File: src/rtl/cpu_defs_pkg.sv
// Shared opcode constants, sequencer state encodings and IR field layout
// used by the control sequencer and its register decoders.
package cpu_defs_pkg;

  typedef logic [2:0] state_t;

  localparam state_t ST_T0   = 3'd0;
  localparam state_t ST_T1   = 3'd1;
  localparam state_t ST_T2   = 3'd2;
  localparam state_t ST_T3   = 3'd3;
  localparam state_t ST_T4   = 3'd4;
  localparam state_t ST_T5   = 3'd5;
  localparam state_t ST_T6   = 3'd6;
  localparam state_t ST_HALT = 3'd7;

  localparam logic [4:0] OP_ADD  = 5'b00011;
  localparam logic [4:0] OP_SUB  = 5'b00100;
  localparam logic [4:0] OP_AND  = 5'b00101;
  localparam logic [4:0] OP_OR   = 5'b00110;
  localparam logic [4:0] OP_SHR  = 5'b00111;
  localparam logic [4:0] OP_SHRA = 5'b01000;
  localparam logic [4:0] OP_SHL  = 5'b01001;
  localparam logic [4:0] OP_ROR  = 5'b01010;
  localparam logic [4:0] OP_ROL  = 5'b01011;
  localparam logic [4:0] OP_MUL  = 5'b01111;
  localparam logic [4:0] OP_DIV  = 5'b10000;
  localparam logic [4:0] OP_NEG  = 5'b10001;
  localparam logic [4:0] OP_NOT  = 5'b10010;
  localparam logic [4:0] OP_HALT = 5'b11011;

  // Upper 17 bits of the IR; the low 15 bits are immediate/unused here.
  typedef struct packed {
    logic [4:0] op;
    logic [3:0] ra;
    logic [3:0] rb;
    logic [3:0] rc;
  } ir_fields_t;

  function automatic logic op_is_muldiv(logic [4:0] op);
    return (op == OP_MUL) || (op == OP_DIV);
  endfunction

  // The two-operand ALU ops occupy a contiguous opcode range plus MUL/DIV.
  function automatic logic op_is_binary(logic [4:0] op);
    return ((op >= OP_ADD) && (op <= OP_ROL)) || op_is_muldiv(op);
  endfunction

  function automatic logic op_is_unary(logic [4:0] op);
    return (op == OP_NEG) || (op == OP_NOT);
  endfunction

endpackage

File: src/rtl/reg_decoder_4to16.sv
// 4-to-16 one-hot register select decoder with enable; all-zero when disabled.
module reg_decoder_4to16 (
  input  logic [3:0]  sel,
  input  logic        en,
  output logic [15:0] onehot
);

  generate
    for (genvar gi = 0; gi < 16; gi++) begin : g_bit
      assign onehot[gi] = en && (sel == 4'(gi));
    end
  endgenerate

endmodule

File: src/rtl/control_sequencer.sv
// Hardwired T-state control sequencer: fetch (T0..T2) then an opcode-dependent
// execute/writeback tail. Control outputs are decoded combinationally from state and IR.
module control_sequencer
  import cpu_defs_pkg::*;
(
  input  logic        clk,
  input  logic        clr,
  input  logic        run,
  input  logic        mem_rdy,
  input  logic [31:0] ir,
  output logic        PC_out,
  output logic        MDR_out,
  output logic        Zlo_out,
  output logic        Zhi_out,
  output logic [15:0] R_wrt,
  output logic        MAR_rd,
  output logic        PC_rd,
  output logic        MDR_rd,
  output logic        IR_rd,
  output logic        Y_rd,
  output logic        Zlo_rd,
  output logic        HI_rd,
  output logic        LO_rd,
  output logic [15:0] R_rd,
  output logic        IncPC,
  output logic        Read,
  output logic [4:0]  op_sel,
  output logic        halted
);

  state_t     state_reg;
  state_t     state_next;
  ir_fields_t fields;
  logic       is_binary;
  logic       is_unary;
  logic       is_muldiv;
  logic       is_halt;
  logic       wrt_en;
  logic [3:0] wrt_sel;
  logic       rd_en;
  logic       unused_ir_bits;

  assign fields         = ir[31:15];
  assign unused_ir_bits = ^ir[14:0];
  assign is_binary      = op_is_binary(fields.op);
  assign is_unary       = op_is_unary(fields.op);
  assign is_muldiv      = op_is_muldiv(fields.op);
  assign is_halt        = (fields.op == OP_HALT);

  always_ff @(posedge clk or posedge clr) begin
    if (clr) begin
      state_reg <= ST_T0;
    end else begin
      state_reg <= state_next;
    end
  end

  always_comb begin
    state_next = state_reg;
    case (state_reg)
      ST_T0: if (run) state_next = ST_T1;
      ST_T1: if (mem_rdy) state_next = ST_T2;
      ST_T2: state_next = ST_T3;
      ST_T3: begin
        if (is_binary)     state_next = ST_T4;
        else if (is_unary) state_next = ST_T5;
        else if (is_halt)  state_next = ST_HALT;
        else               state_next = ST_T0;
      end
      ST_T4:   state_next = ST_T5;
      ST_T5:   state_next = is_muldiv ? ST_T6 : ST_T0;
      ST_T6:   state_next = ST_T0;
      ST_HALT: state_next = ST_HALT;
      default: state_next = ST_T0;
    endcase
  end

  // Register bus drive: Rb in T3 (binary and unary), Rc in T4.
  // Outputs are masked while clr is high so the async reset is visible at once.
  assign wrt_en  = !clr && (((state_reg == ST_T3) && (is_binary || is_unary)) ||
                            (state_reg == ST_T4));
  assign wrt_sel = (state_reg == ST_T4) ? fields.rc : fields.rb;
  assign rd_en   = !clr && (state_reg == ST_T5) && !is_muldiv;

  reg_decoder_4to16 u_wrt_dec (
    .sel    (wrt_sel),
    .en     (wrt_en),
    .onehot (R_wrt)
  );

  reg_decoder_4to16 u_rd_dec (
    .sel    (fields.ra),
    .en     (rd_en),
    .onehot (R_rd)
  );

  always_comb begin
    PC_out  = 1'b0;
    MDR_out = 1'b0;
    Zlo_out = 1'b0;
    Zhi_out = 1'b0;
    MAR_rd  = 1'b0;
    PC_rd   = 1'b0;
    MDR_rd  = 1'b0;
    IR_rd   = 1'b0;
    Y_rd    = 1'b0;
    Zlo_rd  = 1'b0;
    HI_rd   = 1'b0;
    LO_rd   = 1'b0;
    IncPC   = 1'b0;
    Read    = 1'b0;
    op_sel  = 5'b0;
    halted  = 1'b0;
    if (!clr) begin
      case (state_reg)
        ST_T0: begin
          if (run) begin
            PC_out = 1'b1;
            MAR_rd = 1'b1;
            IncPC  = 1'b1;
            Zlo_rd = 1'b1;
          end
        end
        // Held while mem_rdy is low; re-latching PC+1 each cycle is benign.
        ST_T1: begin
          Zlo_out = 1'b1;
          PC_rd   = 1'b1;
          Read    = 1'b1;
          MDR_rd  = 1'b1;
        end
        ST_T2: begin
          MDR_out = 1'b1;
          IR_rd   = 1'b1;
        end
        ST_T3: begin
          if (is_binary) begin
            Y_rd = 1'b1;
          end else if (is_unary) begin
            op_sel = fields.op;
            Zlo_rd = 1'b1;
          end
        end
        ST_T4: begin
          op_sel = fields.op;
          Zlo_rd = 1'b1;
        end
        ST_T5: begin
          Zlo_out = 1'b1;
          LO_rd   = is_muldiv;
        end
        ST_T6: begin
          Zhi_out = 1'b1;
          HI_rd   = 1'b1;
        end
        ST_HALT: halted = 1'b1;
        default: ;
      endcase
    end
  end

endmodule

File: config.mk
export PLATFORM = sky130hd
export DESIGN_NAME = control_sequencer
export DESIGN_NICKNAME = d
export VERILOG_FILES = /design/src/rtl/cpu_defs_pkg.sv /design/src/rtl/reg_decoder_4to16.sv /design/src/rtl/control_sequencer.sv
export SDC_FILE = /design/constraint.sdc
export NUM_CORES = 1
export LEC_CHECK = 0
export CAP_MARGIN = 20
export CORE_MARGIN = 8
export CORE_UTILIZATION = 25
export DETAILED_ROUTE_END_ITERATION = 7
export PLACE_DENSITY = 0.75
export SETUP_SLACK_MARGIN = 0.05
export SLEW_MARGIN = 25
export SYNTH_ARGS = -nofsm -noshare
export SYNTH_HDL_FRONTEND = slang
export SYNTH_HIERARCHICAL = 1
export SYNTH_SLANG_ARGS = --single-unit
File: constraint.sdc
create_clock -name clk -period 2.2 [get_ports clk]
set_clock_uncertainty 0.15 [all_clocks]
set_input_delay 0.22 -clock clk [delete_from_list [all_inputs] [get_ports clk]]
set_output_delay 0.22 -clock clk [all_outputs]
set_load 0.05 [all_outputs]
==> flow_summary.yaml <==
routing:
  drt-total-wl_mm: 8.83
  final_antenna_net_count: 0
  dr.pass1.iters: 4
  drt_iter0_markers: 137
  vias: 1789
  wire_per_inst_um: 29.6
  drc: 0
  vias_per_cell: 6.00
placed_design:
  dp_slack_ps: -722
  placed_cells: 274
  place.gp.congestion: 0.812
  io_buffer_count: 72
  hpwl_mm: 3.74
synth:
  syn_nets: 167
  synth_top_family_by_area: "simple AND/OR/NAND/NOR gates"
  synth_cell_types: 32
  yosys.area_share.simple: 0.573
  synth_warnings: 6
  synth_xor_area_frac: 0.0328
  synth_area_um2: 801
  synth-compound-area-share: 0.128
  ys_top_cells_by_area: "nor2_1 16%, dfrtp_1 9.4%, nor3_1 7.5%"
  yosys.area.top_type: "nor2_1"
  postSynthRegisterBits: 3
  synth.avg_cell_area_um2: 6.11
  yosysSeqAreaShare: 0.0938
  synth-adder-area-share: 0
  synthMuxAreaShare: 0.0562
  synth_top_area_share: 0.164
  synthCells: 131
die:
  die_w_um: 72.6
  num_rows: 20
  ioPinCount: 88
  die_area_um2: 5270
  initial_utilization: 0.262
  die_height_um: 72.6
  core_um2: 3050
pwr:
  p_leak_nw: 1.18
  power.density_nw_per_um2: 567
  peakVddDrop_v: 0.000370
  design_power_total_mw: 1.69
cells_and_area:
  num_antenna_cells: 0
  fillers: 51
  multi_input_area_um2: 1090
  seqCellArea_um2: 76.3
  largest_reg_flops: 3
  layout.nets: 291
  utilization: 0.974
  instances_no_fill: 298
  area_delta_synth_final_pct: 271
  final_layout_size_suffix_gt1_frac: 0.724
run_status:
  violations: "setup timing"
  status: "finished with violations"
timing:
  setup_viol: 35
  max-slew-margin-rel: 0.696
  hold_viol: 0
  rsz0062_at_grt: "yes"
  period_share: 1.29
  finalCriticalPeriod_ps: 2840
  worst_slew_pin_slew_ps: 456
  finalMaxSlewViolations: 0
  fmax_mhz: 353
  layout_setup_ws_ps: -637
grt:
  grt_overflow: 0
  grt_pass1_wl_mm: 9.83
  grt_max_degree: 10
  grt_usage: 0.242
  grt_pass1_vias: 1816
  antenna_found_initial: 0
clock_network:
  insertion_delay_ps: 250
  cts_hold_buf: 0
  cts_buffers: 3
  cts_tree: "built"
  clk_pin_slew_ps: 50
  htree_levels: 1
  max-clock-path-buffers: 2
  root_buffer: "clkbuf_4"
  cts_sinks: 3
setup_path:
  crit_path_cell_trace: "nand2_1 -> buf_4 -> nor2_1 -> o21ai_2 -> a21oi_2 -> or3b_4 -> buf_12 -> nor2_4 -> buf_12"
  cp.buffers_inverters: 3
  cp.depth: 9
  crit_family: "simple AND/OR/NAND/NOR gates"
  reg2reg_depth: 4
  cp_slowest_cell: "or3b_4"
  cp_common_cell: "buf_12"
  cp.required_ps: 1830
  max_stage_delay_ps: 470
  cp-start-kind: "flip-flop"
  end_kind: "primary output"
  worstSetupPathType: "reg -> out"
  cp_max_fo: 4
  cp_data_arrival_time_ps: 2470
hold_path:
  hp-class: "in -> async"
job:
  drv_cap: 0
-- synth_stat cells, drive strengths merged --
library cell and count:
buf 9, and3 4, a31oi 1, xor2 1
or3 2, nand3 3, o21a 1, xnor2 2
o31ai 1, dfrtp 3, o221ai 1, nor3 14
or3b 2, o21ai 2, inv 4, nor4 2
and2 1, a21oi 10, nor3b 3, o22ai 1
nor2 35, nand3b 4, mux2 4, or4b 1
or2b 1, nand2 9, nand2b 7, clkbuf 3
-- logic make-up after synthesis --
kind of cell,count (synthesis)
flops,3
compound gates,17
buf+inv,16
mux,4
simple gates,88
xor+xnor,3
-- worst reg2reg max path, cell delays in order, from the launching register on --
cell and delay [ps]:
dfrtp_2 450, buf_4 200, inv_1 140, o21a_1 290, o31ai_1 320
-- path summary, 6_finish.rpt --
kind	startpoint	endpoint	slack [ps]
min in group clk	ir[29]	state_reg[0]	520
min	clr	state_reg[1]	350
max reg2reg	state_reg[2]	state_reg[2]	530
max in group asynchronous	clr	state_reg[2]	1370
max	state_reg[1]	R_wrt[2]	-640
min reg2reg	state_reg[2]	state_reg[1]	760
-- layout by cell type (no fill, tap or decap), drive strengths merged --
cell type,n
nor4,2
nor3b,3
a21oi,10
and2,1
o21ai,2
clkbuf,4
nor3,14
o221ai,1
xnor2,2
dlygate4sd2,1
nand3b,4
a31oi,1
buf,115
o21a,1
dfrtp,3
or3,2
nand2b,7
o22ai,1
nand3,3
mux2,4
inv,4
clkdlybuf4s50,15
nor2,35
or3b,2
nand2,9
and3,4
or2b,1
or4b,1
o31ai,1
xor2,1
-- power by group --
part | switching [mW] | internal [mW]
combinational | 0.813 | 0.641
sequential | 0.0393 | 0.0812
clock | 0.0426 | 0.0689
-- per-stage QoR --
stage	hold WS (ps)	instance area (um2)	setup TNS, ps
6_report	348	2970	-11960
5_1_grt	347	2970	-14700
4_1_cts	302	2800	-4970
3_5_place_dp	515	2430	-14260
3_3_place_gp	500	2430	-11980
2_1_floorplan	49.3	1040	-2570
-- final cells by class --
class	count	share of cell area
timing repair buffer	131	0.577
clock buffer	4	0.00884
inverter	4	0.00505
tap	44	0.0185
sequential	3	0.0257
multi-input combinational	112	0.365
-- per-layer routing --
layer	up-vias	routed length, um	track usage
met2	183	4190	0.444
met4	0	830	0.107
li1	695	-	-
met5	-	0	0
met1	836	2840	0.238
met3	75	974	0.0852
-- repair_timing --
item / in CTS / in global routing
setup buffers: 13 / 10
resized for setup: 77 / 23
setup endpoints to repair: 35 / 41
pin swaps: 18 / 21
Power figures use the tool's default switching activity.
